$ cat src/rtl/uart_pkg.sv
// Shared UART encodings, FSM state constants and config record (TX and RX engines).
// UART_RX_MAJORITY_EN selects 3-sample majority voting in the receiver.
package uart_pkg;

    localparam int unsigned UART_CLK_DIV_MIN = 4;

    localparam logic [1:0] DATA_5 = 2'b00;
    localparam logic [1:0] DATA_6 = 2'b01;
    localparam logic [1:0] DATA_7 = 2'b10;
    localparam logic [1:0] DATA_8 = 2'b11;

    localparam logic [1:0] STOP_1   = 2'b00;
    localparam logic [1:0] STOP_1P5 = 2'b01;
    localparam logic [1:0] STOP_2   = 2'b10;

    localparam logic [1:0] CHK_EVEN  = 2'b00;
    localparam logic [1:0] CHK_ODD   = 2'b01;
    localparam logic [1:0] CHK_MARK  = 2'b10;
    localparam logic [1:0] CHK_SPACE = 2'b11;

    localparam logic [2:0] ST_IDLE      = 3'd0;
    localparam logic [2:0] ST_START     = 3'd1;
    localparam logic [2:0] ST_DATA      = 3'd2;
    localparam logic [2:0] ST_PARITY    = 3'd3;
    localparam logic [2:0] ST_STOP      = 3'd4;
    localparam logic [2:0] ST_WAIT_IDLE = 3'd5;

    // The vote needs the centre+1 sample, so decisions land one cycle later.
`ifdef UART_RX_MAJORITY_EN
    localparam logic [31:0] VOTE_LAG = 32'd1;
`else
    localparam logic [31:0] VOTE_LAG = 32'd0;
`endif

    typedef struct packed {
        logic [31:0] div;
        logic        check_en;
        logic [1:0]  check_type;
        logic [1:0]  data_bit;
        logic [1:0]  stop_bit;
    } uart_cfg_t;

    // Expected parity bit; unused upper data bits are zero so they do not disturb it.
    function automatic logic parity_bit(input logic [7:0] d, input logic [1:0] t);
        case (t)
            CHK_EVEN: return ^d;
            CHK_ODD:  return ~^d;
            CHK_MARK: return 1'b1;
            default:  return 1'b0;
        endcase
    endfunction

endpackage

$ cat src/rtl/uart_rx_sync.sv
// Synchronizer for the asynchronous rx line plus the bit-value sampler.
// With UART_RX_MAJORITY_EN the sampled bit is a 2-of-3 vote over the last three synced values.
module uart_rx_sync #(
    parameter int SYNC_STAGES = 2
) (
    input  logic clk,
    input  logic rst_n,
    input  logic uart_rx,
    output logic line,
    output logic bit_val
);
    localparam int N = (SYNC_STAGES < 2) ? 2 : SYNC_STAGES;

    logic [N-1:0] chain;

    // Metastability chain; resets to the idle (high) line level.
    always_ff @(posedge clk or negedge rst_n) begin
        if (!rst_n) chain <= '1;
        else        chain <= {chain[N-2:0], uart_rx};
    end

    assign line = chain[N-1];

`ifdef UART_RX_MAJORITY_EN
    logic [1:0] hist;

    // Two previous synced samples for the vote.
    always_ff @(posedge clk or negedge rst_n) begin
        if (!rst_n) hist <= '1;
        else        hist <= {hist[0], line};
    end

    assign bit_val = (line & hist[0]) | (line & hist[1]) | (hist[0] & hist[1]);
`else
    assign bit_val = line;
`endif

endmodule

$ cat src/rtl/uart_rx_engine.sv
// UART receiver: mid-bit sampling, 5-8 data bits LSB first, optional parity, 1/1.5/2 stops,
// valid/ready delivery with parity/frame/overrun flags. Optional UART_RX_MAJORITY_EN voting.
module uart_rx_engine
    import uart_pkg::*;
#(
    parameter int          SYNC_STAGES = 2,
    parameter int unsigned CLK_DIV_MIN = UART_CLK_DIV_MIN
) (
    input  logic        clk,
    input  logic        rst_n,
    input  logic [31:0] clk_div,
    input  logic        check_en,
    input  logic [1:0]  check_type,
    input  logic [1:0]  data_bit,
    input  logic [1:0]  stop_bit,
    input  logic        uart_rx,
    output logic [7:0]  rx_data,
    output logic        rx_valid,
    input  logic        rx_ready,
    output logic        rx_parity_err,
    output logic        rx_frame_err,
    output logic        rx_overrun,
    output logic        rx_busy,
    output logic [15:0] rx_byte_count
);
    localparam logic [31:0] DIV_MIN = 32'(CLK_DIV_MIN);

    logic        line, bit_val, line_prev;
    logic [2:0]  state;
    logic [31:0] timer, div_in;
    uart_cfg_t   cfg_r;
    logic [2:0]  bit_cnt, last_idx;
    logic [7:0]  shreg;
    logic        perr_r, ferr_r, second_r;
    logic        tick, last_stop, ferr_now, frame_done;

    uart_rx_sync #(.SYNC_STAGES(SYNC_STAGES)) u_sync (
        .clk     (clk),
        .rst_n   (rst_n),
        .uart_rx (uart_rx),
        .line    (line),
        .bit_val (bit_val)
    );

    assign div_in  = (clk_div < DIV_MIN) ? DIV_MIN : clk_div;
    assign rx_busy = (state != ST_IDLE);

    // Per-state decode: timer expiry, last data index, final stop sample.
    always_comb begin
        tick       = (timer == 32'd0);
        last_idx   = 3'd4 + {1'b0, cfg_r.data_bit};
        last_stop  = second_r | ~cfg_r.stop_bit[1];
        ferr_now   = ferr_r | ~bit_val;
        frame_done = (state == ST_STOP) && tick && last_stop;
    end

    // Frame FSM with bit-centre down-counter; config is frozen at start-edge detect.
    always_ff @(posedge clk or negedge rst_n) begin
        if (!rst_n) begin
            state     <= ST_IDLE;
            timer     <= '0;
            cfg_r     <= '0;
            bit_cnt   <= '0;
            shreg     <= '0;
            perr_r    <= 1'b0;
            ferr_r    <= 1'b0;
            second_r  <= 1'b0;
            line_prev <= 1'b1;
        end else begin
            line_prev <= line;
            case (state)
                ST_IDLE: if (line_prev && !line) begin
                    state <= ST_START;
                    timer <= (div_in >> 1) - 32'd1 + VOTE_LAG;
                    cfg_r <= '{div: div_in, check_en: check_en, check_type: check_type,
                               data_bit: data_bit, stop_bit: stop_bit};
                end
                ST_START: if (!tick) timer <= timer - 32'd1;
                    else if (bit_val) state <= ST_IDLE;
                    else begin
                        state   <= ST_DATA;
                        timer   <= cfg_r.div - 32'd1;
                        bit_cnt <= '0;
                        shreg   <= '0;
                    end
                ST_DATA: if (!tick) timer <= timer - 32'd1;
                    else begin
                        shreg[bit_cnt] <= bit_val;
                        timer          <= cfg_r.div - 32'd1;
                        if (bit_cnt == last_idx) begin
                            bit_cnt  <= '0;
                            perr_r   <= 1'b0;
                            ferr_r   <= 1'b0;
                            second_r <= 1'b0;
                            state    <= cfg_r.check_en ? ST_PARITY : ST_STOP;
                        end else begin
                            bit_cnt <= bit_cnt + 3'd1;
                        end
                    end
                ST_PARITY: if (!tick) timer <= timer - 32'd1;
                    else begin
                        perr_r <= (bit_val != parity_bit(shreg, cfg_r.check_type));
                        timer  <= cfg_r.div - 32'd1;
                        state  <= ST_STOP;
                    end
                ST_STOP: if (!tick) timer <= timer - 32'd1;
                    else if (!last_stop) begin
                        ferr_r   <= ~bit_val;
                        second_r <= 1'b1;
                        timer    <= cfg_r.div - 32'd1;
                    end else begin
                        state <= ferr_now ? ST_WAIT_IDLE : ST_IDLE;
                    end
                ST_WAIT_IDLE: if (line) state <= ST_IDLE;
                default: state <= ST_IDLE;
            endcase
        end
    end

    // Delivery register: load on frame completion unless an unaccepted byte is held.
    always_ff @(posedge clk or negedge rst_n) begin
        if (!rst_n) begin
            rx_data       <= '0;
            rx_valid      <= 1'b0;
            rx_parity_err <= 1'b0;
            rx_frame_err  <= 1'b0;
            rx_overrun    <= 1'b0;
            rx_byte_count <= '0;
        end else begin
            rx_overrun <= 1'b0;
            if (frame_done && (!rx_valid || rx_ready)) begin
                rx_data       <= shreg;
                rx_parity_err <= perr_r;
                rx_frame_err  <= ferr_now;
                rx_valid      <= 1'b1;
                rx_byte_count <= rx_byte_count + 16'd1;
            end else begin
                if (frame_done)           rx_overrun <= 1'b1;
                if (rx_valid && rx_ready) rx_valid   <= 1'b0;
            end
        end
    end

endmodule

$ cat config.mk
export PLATFORM = sky130hd
export DESIGN_NAME = uart_rx_engine
export DESIGN_NICKNAME = d
export VERILOG_FILES = /design/src/rtl/uart_pkg.sv /design/src/rtl/uart_rx_sync.sv /design/src/rtl/uart_rx_engine.sv
export SDC_FILE = /design/constraint.sdc
export NUM_CORES = 1
export LEC_CHECK = 0
export CORE_AREA = 3 3 106 108
export DETAILED_ROUTE_END_ITERATION = 12
export DIE_AREA = 0 0 109 111
export PLACE_DENSITY = 0.87
export SLEW_MARGIN = 20
export SYNTH_ARGS = -nofsm -noshare
export SYNTH_HDL_FRONTEND = slang
export SYNTH_SLANG_ARGS = --single-unit
$ cat constraint.sdc
create_clock -name clk -period 8.2 [get_ports clk]
set_input_delay 2.46 -clock clk [delete_from_list [all_inputs] [get_ports clk]]
set_output_delay 2.46 -clock clk [all_outputs]
set_load 0.005 [all_outputs]
==> results_dict.tcl, run 1 <==
set metrics [dict create \
    startpoint_type "input pin" \
    syn-cell-area_um2 6280 \
    synth_compound_area_share_pct 13.8 \
    hold_class "flop to flop" \
    cp_top_family "simple AND/OR/NAND/NOR gates" \
    synth_xor_xnor_area_share_pct 7.67 \
    ir_drop_uv 224 \
    yosys.area_share.adder_pct 0.598 \
    maxCapViolCount 0 \
    synth_edf_count 0 \
    grt_pass1_wl_um 25700 \
    max_clock_freq_mhz 171 \
    p_sw_share_pct 35.6 \
    critPathSlowestCell "nor4_4" \
    synthMuxAreaShare_pct 10.4 \
    drive_gt1_share_pct 16.2 \
    status "complete, no violations" \
    final_nets 732 \
    synth_top_family_by_area "simple AND/OR/NAND/NOR gates" \
    synthArstFlopShare_pct 100 \
    ant_nets 0 \
    setup_viol 0 \
    tightest_slew_ns 1.07 \
    power.density_nw_per_um2 343 \
    die_x_um 109 \
    yosysTopAreaCellShare_pct 45.8 \
    period_minus_slack_ns 5.86 \
    internal-power_mw 1.69 \
    hold_ws_ns 0.357 \
    dpl_cell_area_um2 7030 \
    ys_types 61 \
    wirelength_um 15500 \
    die_h_um 111 \
    post_synth.cell_area_avg_um2 10.0 \
    rsz0062_at_grt "no" \
    clockRootBuffer "clkbuf_8" \
    nFillCells 671 \
    synth_fp_nets 673 \
    cts_tree "built" \
    antenna_cells 0 \
    coreArea_um2 10300 \
    num_rows 37 \
    cp_max_fo 7 \
    numCtsBuffers 17 \
    postCtsHoldBufs 0 \
    synth-simple-area-share_pct 17.3 \
    port_buffers 70 \
    endpoint_kind "flop" \
    avgRoutedWirePerCell_um 18.6 \
    htreeDepth 4 \
    synth_cells 627 \
    overflow 0 \
    drc_errors 0 \
    yosysSeqAreaShare_pct 47.1 \
    synth_area_leaders "dfrtp_1 (46%), mux2_2 (8.6%), xnor2_1 (6.1%)" \
    drt_iter0_drc 471 \
    p_leak_nw 3.06 \
    p_clk_share_pct 29.0 \
    synth_commonest_cells "dfrtp_1 (115), nor2_1 (72), nand2_1 (60)" \
    num_io_pins 72 \
    start_util_pct 60.8 \
    post_cts_buffers 0 \
    path_cells "clkdlybuf4s50_1 -> nor4_1 -> nand4_1 -> nor2_1 -> nor2b_1 -> a21oi_1 -> ha_1 -> o221a_2 -> nand4_2 -> nor4_4 -> nand4_1 -> xnor2_1 -> a21oi_1" \
    viasPerCell 6.19 \
    vias 5162 \
    first_global_vias 5262 \
    die_area_um2 12100 \
    yosysMostFrequentCell "dfrtp_1" \
    finalMaxSlewViolations 0 \
    gr-usage-all-layers_pct 26.9 \
    grt_max_degree 74 \
    ys_seq_elements 118 \
    dp_hpwl_um 10000 \
    fin_util_pct 74.2 \
    critPathBufInv 1 \
    power_switching_uw 937 \
    design_area_um2 7660 \
    combinationalPowerShare_pct 35.9 \
    maxSlewHeadroom_pct 28.7 \
    worstSkewPairLatency_ns 0.53 \
    fin_crit_sh_pct 71.5 \
    yosysWarnings 0 \
    yosys.area.top_type "dfrtp_1" \
    clk_pin_slew_ns 0.05 \
    clock_path_buffers 2 \
    area_growth_pct 22.0 \
    cp.arrival_ns 6.24 \
    p_seq_share_pct 35.1 \
    fin_skew_ns 0.00730 \
    cts-resized-gates 0 \
    hold_viol 0 \
    ys.flop_type "dfrtp_1" \
    cp.required_ns 8.58 \
    critPathMaxStageDelay_ns 0.63 \
    gp_congestion 0.890 \
    drt-pass1-iter-count 5 \
    setup_tns_ns 0 \
    worstSetupPathType "input pin to flop" \
    clock_sinks 118 \
    grt_antenna_before_repair 0 \
]
## per-layer routing
layer / wire [um] / track usage, % / share of wire [%]
met1: 6160 / 32.9 / 40
met2: 7790 / 43.4 / 50
met3: 1010 / 6.81 / 6.5
met4: 580 / 13.6 / 3.7
met5: 0 / 0 / 0
## power groups by stage
stage	registers (mW)	clock network [mW]	logic [mW]
floorplan	0.864	0	0.779
global placement	0.908	0	0.866
detailed placement	0.919	0	0.912
CTS	0.916	0.764	0.933
global route	0.940	0.797	1.04
finish	0.922	0.761	0.944
## metrics by stage
stage                     worst slack [ns]  instances  total power [mW]
final                                 2.34        834              2.63
after global routing                  2.16        834              2.78
after CTS                             2.57        833              2.61
after detailed placement              2.08        802              1.83
after global placement                2.32        802              1.77
after floorplan                       3.50        627              1.64
## cell usage in the layout, fill, tap and decap left out, types with 3 or more instances in the layout
master	netlist	final
dfrtp_1	115	115
nor2_1	72	71
clkdlybuf4s50_1	0	69
nand2_1	60	60
mux2_2	48	48
a21oi_1	45	45
xnor2_1	44	44
o21ai_0	31	31
nand4_1	19	19
nand3_1	20	19
a31oi_1	18	18
nor4_1	16	16
clkbuf_16	0	16
xor2_1	11	11
a31oi_2	6	6
inv_1	6	6
nor3_1	6	6
mux2_1	6	6
clkbuf_8	0	6
nor2b_1	5	5
o31ai_1	5	5
buf_4	3	5
nand2b_1	3	3
a31oi_4	3	3
mux2_4	3	3
and3_1	3	3
a211oi_1	3	3
ha_1	3	3
clkinv_2	0	3
bufinv_16	0	3
dfstp_2	3	3
## worst register-to-register path: stages, from the launching register on
cell     delay [ns]
dfrtp_1        0.52
or3_4          0.45
nand2_1        0.61
nor2_1         0.18
a21oi_1        0.26
ha_1           0.29
o221a_2        0.21
nand4_2        0.20
nor4_4         0.63
nand4_1        0.26
xnor2_1        0.21
a21oi_1        0.08
## path summary, 6_finish.rpt
path	from	end	slack [ns]	cells after the start
max in group asynchronous	rst_n	cfg_r[30]	4.99	2
min in group asynchronous	rst_n	rx_data[1]	2.07	1
worst max register to register	state[0]	timer[26]	4.14	11
worst max-delay path	clk_div[31]	timer[26]	2.34	13
worst min-delay path	u_sync.chain[0]	u_sync.chain[1]	0.36	0
worst min register to register	u_sync.chain[0]	u_sync.chain[1]	0.36	0
## area by class of cell
type	count	area, um^2	share of cell area (%)
Clock buffer	23	487	6.35
Clock inverter	8	120	1.57
Inverter	6	22.5	0.294
Multi-Input combinational cell	468	3150	41.1
Sequential cell	118	2960	38.6
Tap cell	136	170	2.22
Timing Repair Buffer	75	756	9.86
## registers in the layout, indices dropped and copies added (netlist names), 2 cells and up
name and count:
state 3, cfg_r 38, rx_byte_count 16, shreg 8
u_sync.chain 2, timer 32, bit_cnt 3, rx_data 8
## cell families (layout without fill, tap and decap cells)
group	count (synthesis)	after routing
compound gates	131	131
xor+xnor	55	55
fa+ha+maj	3	3
buf+inv	41	112
flops	118	118
mux	57	57
simple gates	222	222
(Power assumes the default switching activity.)
==> run 2, diff against run 1 <==
CORE_AREA = 3 3 115 117   (was 3 3 106 108)
DIE_AREA = 0 0 118 120   (was 0 0 109 111)
PLACE_DENSITY = 0.79   (was 0.87)
clock period = 4.9 ns   (was 8.2 ns; I/O delays follow)
==> results_dict.tcl, run 2 (synthesized netlist as in run 1, its figures left out) <==
set metrics [dict create \
    place_ws_ns 0.263 \
    endpoint_kind "flop" \
    max_clock_freq_mhz 234 \
    rsz0062_at_grt "no" \
    nFillCells 984 \
    numCtsBuffers 17 \
    port_buffers 70 \
    period_minus_slack_ns 4.27 \
    cp.required_ns 5.16 \
    worstSkewPairLatency_ns 0.41 \
    num_io_pins 72 \
    ant_nets 0 \
    postCtsHoldBufs 0 \
    reg_top3 "cfg_r: 38 flops, timer: 32 flops, rx_byte_count: 16 flops" \
    setup_viol 0 \
    hold_viol 0 \
    die_x_um 118 \
    ir_drop_uv 357 \
    clock_sinks 118 \
    overflow 0 \
    clock_path_buffers 2 \
    post_cts_buffers 0 \
    status "complete, no violations" \
    drc_errors 0 \
    avgRoutedWirePerCell_um 16.7 \
    final_cell_mix "dfrtp_1 (115), nor2_1 (71), clkdlybuf4s50_1 (69)" \
    hold_class "flop to flop" \
    fin_skew_ns 0.00741 \
    drive_gt1_share_pct 16.9 \
    vias 5056 \
    gr-usage-all-layers_pct 22.0 \
    layout_commonest_cell "dfrtp_1" \
    largest_reg_flops 38 \
    drt-pass1-iter-count 6 \
    htreeDepth 4 \
    fin_crit_sh_pct 87.2 \
    gp_congestion 0.848 \
    maxSlewHeadroom_pct 42.6 \
    area_growth_pct 23.9 \
    wirelength_um 14600 \
    seqCellArea_um2 2960 \
    grt_pass1_wl_um 25000 \
    tightest_slew_ns 0.861 \
    antenna_cells 0 \
    hold_ws_ns 0.354 \
    startpoint_type "input pin" \
    coreArea_um2 12500 \
    power.density_nw_per_um2 572 \
    clk_pin_slew_ns 0.05 \
    grt_antenna_before_repair 0 \
    cp_max_fo 4 \
    grt_max_degree 71 \
    die_area_um2 14200 \
    finalMaxSlewViolations 0 \
    clockRootBuffer "clkbuf_16" \
    final_nets 738 \
    fin_ws_ns 0.626 \
    start_util_pct 50.4 \
    cp.arrival_ns 4.54 \
    maxCapViolCount 0 \
    cts-resized-gates 0 \
    setup_tns_ns 0 \
    multi_input_area_um2 3160 \
    cts_tree "built" \
    viasPerCell 5.77 \
    largest-register "cfg_r" \
    drt_iter0_drc 417 \
    p_leak_nw 3.11 \
    first_global_vias 5062 \
    num_rows 41 \
    die_h_um 120 \
    dp_hpwl_um 9960 \
    worstSetupPathType "input pin to flop" \
]
[run 2: cell types whose count changed in the layout (fill, tap and decap cells not counted), sizes merged]
cell,previous run,this run
buf,6,12
bufinv,3,5
clkbuf,23,21
clkinv,3,5
clkinvlp,2,0
[run 2: per-stage QoR]
step	util [%]	instances	power (mW)	area (um^2)
6_report	62.4	876	4.45	7780
5_1_grt	62.4	876	4.73	7780
4_1_cts	62.3	876	4.46	7770
3_5_place_dp	57.2	845	3.06	7120
3_3_place_gp	57.2	845	2.99	7120
2_1_floorplan	-	627	2.75	6280
[run 2: final cells by class]
class	instances	area share [%]
clock inverter	10	2.25
tap	172	2.77
sequential	118	38.0
multi-input combinational	468	40.6
clock buffer	21	6.05
inverter	6	0.290
timing repair buffer	81	10.0
[run 2: worst max-delay path: stages]
cell and delay (ns):
clkdlybuf4s50_1 0.49, nor4_1 0.40, nand4_1 0.26, nor2_1 0.21
nor2b_1 0.09, a21oi_1 0.19, ha_1 0.23, o221a_2 0.20
nand4_2 0.15, or2_1 0.35, nand3b_1 0.21, xnor2_1 0.19
a21oi_1 0.09
[run 2: final timing paths]
| check | startpoint | endpoint | slack [ns] | cells past startpoint |
|---|---|---|---|---|
| setup / recovery | clk_div[29] | timer[16] | 0.63 | 13 |
| hold / removal | u_sync.chain[0] | u_sync.chain[1] | 0.35 | 0 |
| setup reg to reg | state[2] | timer[23] | 1.31 | 9 |
| hold reg to reg | u_sync.chain[0] | u_sync.chain[1] | 0.35 | 0 |
| max in group asynchronous | rst_n | u_sync.chain[0] | 2.77 | 2 |
| min in group asynchronous | rst_n | cfg_r[3] | 1.18 | 1 |
[run 2: metal layers]
metal	global-route usage [%]	part of all wire, %	routed length [um]
met5	0	0	0
met4	8.06	2.1	300
met3	5.56	6.0	880
met2	37.2	50	7340
met1	27.5	42	6100
[run 2: power breakdown]
group / switching, mW / internal, mW / leakage [nW]
Clock: 0.428 / 0.935 / 0.322
Combinational: 0.838 / 0.713 / 1.34
Sequential: 0.250 / 1.28 / 1.44
Total: 1.52 / 2.93 / 3.11
